==> src/rtl/enc8to3_seq.sv <==
// enc8to3_seq: sequential 8-to-3 priority encoder.
// Captures a request vector, then emits one index per accepted valid/ready
// transfer in priority order, clearing each served bit. A one-cycle done
// pulse marks the end of a batch, including a load of an empty vector.
// Optional build macro ENC_PEND_CNT_EN adds pend_cnt, the registered
// population count of the pending requests.
module enc8to3_seq #(
    parameter bit PRIO_HIGH = 1'b1  // 1: bit 7 served first, 0: bit 0 served first
) (
    input  logic       clk,
    input  logic       rst_n,
    input  logic       load,
    input  logic [7:0] d,
    output logic       busy,
    output logic       out_valid,
    input  logic       out_ready,
    output logic [2:0] idx,
    output logic       done
`ifdef ENC_PEND_CNT_EN
    ,
    output logic [3:0] pend_cnt
`endif
);

    typedef enum logic {
        IDLE  = 1'b0,
        SERVE = 1'b1
    } state_t;

    state_t     state_q, state_d;
    logic [7:0] pend_q, pend_d;
    logic [2:0] idx_q, idx_d;
    logic       done_q, done_d;
    logic       busy_q, valid_q;
    logic       xfer;

    // Highest-priority set bit; later loop hits overwrite earlier ones.
    function automatic logic [2:0] prio_enc(input logic [7:0] v);
        logic [2:0] r;
        r = 3'd0;
        if (PRIO_HIGH) begin
            for (int i = 0; i < 8; i++) if (v[i]) r = 3'(i);
        end else begin
            for (int i = 7; i >= 0; i--) if (v[i]) r = 3'(i);
        end
        return r;
    endfunction

    assign xfer = valid_q & out_ready;

    // Next-state: capture in IDLE, clear the served bit on each transfer.
    always_comb begin
        state_d = state_q;
        pend_d  = pend_q;
        done_d  = 1'b0;
        case (state_q)
            IDLE: begin
                if (load) begin
                    if (|d) begin
                        pend_d  = d;
                        state_d = SERVE;
                    end else begin
                        done_d = 1'b1;
                    end
                end
            end
            SERVE: begin
                if (xfer) begin
                    pend_d = pend_q & ~(8'b1 << idx_q);
                    if (pend_d == 8'h00) begin
                        state_d = IDLE;
                        done_d  = 1'b1;
                    end
                end
            end
            default: state_d = IDLE;
        endcase
        // idx is re-encoded only when something remains, so it holds otherwise.
        idx_d = (|pend_d) ? prio_enc(pend_d) : idx_q;
    end

    // State and registered outputs; synchronous active-low reset.
    always_ff @(posedge clk) begin
        if (!rst_n) begin
            state_q <= IDLE;
            pend_q  <= 8'h00;
            idx_q   <= 3'd0;
            done_q  <= 1'b0;
            busy_q  <= 1'b0;
            valid_q <= 1'b0;
        end else begin
            state_q <= state_d;
            pend_q  <= pend_d;
            idx_q   <= idx_d;
            done_q  <= done_d;
            busy_q  <= (state_d == SERVE);
            valid_q <= (state_d == SERVE);
        end
    end

    assign busy      = busy_q;
    assign out_valid = valid_q;
    assign idx       = idx_q;
    assign done      = done_q;

`ifdef ENC_PEND_CNT_EN
    logic [3:0] cnt_q, cnt_d;

    // Pending count tracks pend: loaded with popcount, minus one per transfer.
    always_comb begin
        cnt_d = cnt_q;
        if (state_q == IDLE) begin
            if (load) cnt_d = 4'($countones(d));
        end else if (xfer) begin
            cnt_d = cnt_q - 4'd1;
        end
    end

    // Count register.
    always_ff @(posedge clk) begin
        if (!rst_n) cnt_q <= 4'd0;
        else        cnt_q <= cnt_d;
    end

    assign pend_cnt = cnt_q;
`endif

endmodule

==> config.mk <==
export PLATFORM = sky130hd
export DESIGN_NAME = enc8to3_seq
export DESIGN_NICKNAME = d
export VERILOG_FILES = /design/src/rtl/enc8to3_seq.sv
export SDC_FILE = /design/constraint.sdc
export NUM_CORES = 1
export LEC_CHECK = 0
export CAP_MARGIN = 30
export CORE_MARGIN = 3
export CORE_UTILIZATION = 45
export DETAILED_ROUTE_END_ITERATION = 12
export PLACE_DENSITY = 0.73
export SETUP_SLACK_MARGIN = 0.15
export SYNTH_ARGS = -nofsm -noshare
export SYNTH_HDL_FRONTEND = slang
export SYNTH_SLANG_ARGS = --single-unit
==> constraint.sdc <==
create_clock -name clk -period 2.22 [get_ports clk]
set_input_delay 0.444 -clock clk [delete_from_list [all_inputs] [get_ports clk]]
set_output_delay 0.444 -clock clk [all_outputs]
set_load 0.02 [all_outputs]
==> results by group <==
Outcome
  • Status: completed

Floorplan
  • Placeable Area: 1580 µm²
  • Chip width: 47.8 µm
  • Starting Density: roughly half
  • Boundary pin count: 18
  • Die Area: between 2000 and 2500 µm²
  • Die Span Y: between 40 and 50 µm
  • Core Rows: 14

Worst hold path
  • Worst hold path class: in2reg

Routing
  • Vias per inst: about 5.8
  • Via count: 836
  • Final WL: 2350 µm
  • DR WL/cell: 16.2 µm
  • Detailed Routing Iterations Pass 1: 4
  • Initial drt markers: 3
  • DRC Markers: 0
  • Post-route antenna net violation count: 0

Placed design
  • Setup WS pre-CTS: -0.375 ns
  • I/O Buffers: 17
  • Final HPWL DP: around 1800 µm
  • Placer Congestion: 0.977

Job
  • Max_cap viols: 0

Yosys
  • Avg Synthesized Cell Area: 8.53 µm²
  • Syn Nets: 104
  • Cell taking the most area after synthesis: dfxtp_1
  • Post-Syn Area: 785 µm²
  • Top area cells in the synthesized netlist: dfxtp_1 33%, o21ai_0 5.1%, nand2_1 4.8%, nor2_1 3.8%, and2_1 3.2%
  • Synth cell types: 37
  • Register area share after synthesis: 33.2%
  • Yosys top cell area share: 33.2%
  • Synth warn: 0
  • Yosys reg bits: 13
  • Mapped Cells: 92

CTS
  • CTS tree: yes
  • Clk_lat worst skew: 0.29 ns
  • Root Driver: clkbuf_4
  • Cts bufs inserted: 3
  • CTS sink cnt: 13
  • H-tree levels: 1
  • Clk pin slew, worst setup/hold paths: 0.09 ns
  • Longest Clk Path Bufs: 2

Power
  • Total power: 0.695 mW
  • Maximum vdd drop: 0.441 mV
  • Static Leak: 0.485 nW
  • Power Density: 601 nW/µm²

Global route
  • Via count of the first global-routing pass: a little under 800
  • GRT overflow: 0
  • Tot GR Track Use: 24.0%
  • Largest net degree at the start of global routing: 10
  • Initial antenna violation count: 0
  • Global-route wire length before repair: about 3700 µm

Critical path
  • Max stage delay cell, worst path: nor4_4
  • Cell mode on critical path: buf_4
  • CP max stage delay: approximately 0.34 ns
  • Crit path cell chain: dlygate4sd2_1 > nor4_4 > buf_4 > a21boi_4 > buf_4 > o21a_1 > and4b_2 > nor3b_2 > a211oi_2
  • CP arrival: 2.23 ns
  • CP startpoint kind: input port
  • Buf+Inv Stages, Crit Path: 3
  • Worst Path Required: 2.43 ns
  • CP delay by family, top: simple AND/OR/NAND/NOR gates
  • Worst setup EP type: flip-flop
  • Crit Path Category: in2reg
  • Crit path max fanout: 4

STA
  • Slew @ Worst Pin: 0.270 ns
  • RSZ-0062 raised after global routing: no
  • Final Critical Period: 2.02 ns
  • WHS: 0.578 ns
  • Pins Over Slew Limit: 0
  • Final Hold Fails: 0
  • Clock Skew: roughly 0.0055 ns
  • Fmax: 496 MHz
  • Rel. slew slack: 81.8%
  • Final WS setup: 0.202 ns
  • Setup violators final: 0
  • Tcrit/Tclk final: 90.9%

Finish
  • Layout net count: 142
  • Layout cells sized above 1: 33.3%
  • ANT cells: 0
  • Final Util: about three quarters
  • Synthesis-to-layout area growth: 47.5%
[metal layers]
layer	share of wire [%]	vias to the layer above	global-route usage, %
met5	0	-	0
met2	48	21	38.0
met1	45	395	31.2
met4	1.5	0	10.2
met3	5.0	3	5.64
li1	-	417	-
[Yosys cell counts, drive strengths merged]
| library cell | instances |
|---|---|
| nor3b | 1 |
| o22ai | 2 |
| and3b | 1 |
| nor4 | 2 |
| nor2 | 8 |
| nand2 | 10 |
| nand4 | 1 |
| nand3 | 1 |
| a211oi | 2 |
| nor3 | 2 |
| nand2b | 3 |
| dfxtp | 13 |
| o211ai | 1 |
| a32o | 1 |
| a21bo | 1 |
| a21oi | 4 |
| or3b | 1 |
| buf | 4 |
| inv | 1 |
| mux2 | 1 |
| and2 | 4 |
| mux2i | 1 |
| o21a | 2 |
| nand3b | 2 |
| and4b | 2 |
| a21boi | 1 |
| nor2b | 2 |
| or4b | 1 |
| o21ai | 12 |
| a32oi | 3 |
| and3 | 2 |
[where the power goes]
group	switching, mW	internal, mW	leakage, nW
clock network	0.0896	0.0701	0.0150
logic	0.116	0.135	0.362
registers	0.0296	0.255	0.108
total	0.235	0.460	0.485
[cells by family (layout without fill, tap and decap cells)]
group / after synthesis / in the layout / share of synthesized area [%]
simple gates: 43 / 43 / 34.0
compound gates: 29 / 29 / 26.5
flops: 13 / 13 / 33.2
buf+inv: 5 / 42 / 3.67
mux: 2 / 2 / 2.71
[area by class of cell]
| class | instances | area, µm² |
|---|---|---|
| clock buffer | 4 | 26.3 |
| timing repair buffer | 37 | 308 |
| sequential | 13 | 264 |
| multi-input combinational | 74 | 536 |
| tap | 16 | 20.0 |
| inverter | 1 | 3.75 |
| fill | 124 | 419 |
[worst min-delay path, stage by stage]
cell           delay, ns
dlygate4sd2_1       0.21
a21oi_1             0.06
nor3_1              0.11
[final timing paths]
check                    endpoint  slack (ns)                  from  cells after the start
max           idx[0]$_SDFFE_PN0P_        0.20                  d[5]                      9
min reg2reg  out_valid$_SDFF_PN0_        0.59  out_valid$_SDFF_PN0_                      2
min          out_valid$_SDFF_PN0_        0.58                  load                      3
max reg2reg   idx[0]$_SDFFE_PN0P_        0.26  out_valid$_SDFF_PN0_                      7
[metrics by stage]
| step | cells | cell area, µm² | setup TNS, ns |
|---|---|---|---|
| floorplan | 92 | 785 | 0 |
| global placement | 140 | 1090 | -0.848 |
| detailed placement | 140 | 1090 | -0.899 |
| CTS | 145 | 1150 | 0 |
| global route | 145 | 1160 | 0 |
| finish | 145 | 1160 | 0 |
[sequential cells by signal, indices dropped and copies added (netlist names)]
name,flops
pend_q,8
out_valid,1
idx,3
done,1
[cell usage in the layout (no fill, tap or decap), types with 2 or more instances in the layout]
master,count
buf_4,20
nand2_1,10
dfxtp_1,10
dlygate4sd2_1,10
nor2_1,8
o21ai_0,7
clkdlybuf4s50_1,7
and2_1,4
a21oi_1,4
o21ai_1,3
clkbuf_4,3
dfxtp_2,3
o21ai_2,2
nand2b_1,2
nand3b_1,2
o21a_1,2
a32oi_1,2
and3_1,2
o22ai_1,2
nor3_1,2
a211oi_2,2
[repair_timing]
| action | 4_1_cts | 5_1_grt |
|---|---|---|
| hold buffers | 0 | 0 |
| setup endpoints to repair | 3 | 1 |
| endpoints found under the hold margin | 0 | 0 |
| setup buffers | 1 | 0 |
| pin swaps | 3 | 0 |
| resized for setup | 20 | 3 |
Power figures use the tool's default switching activity.
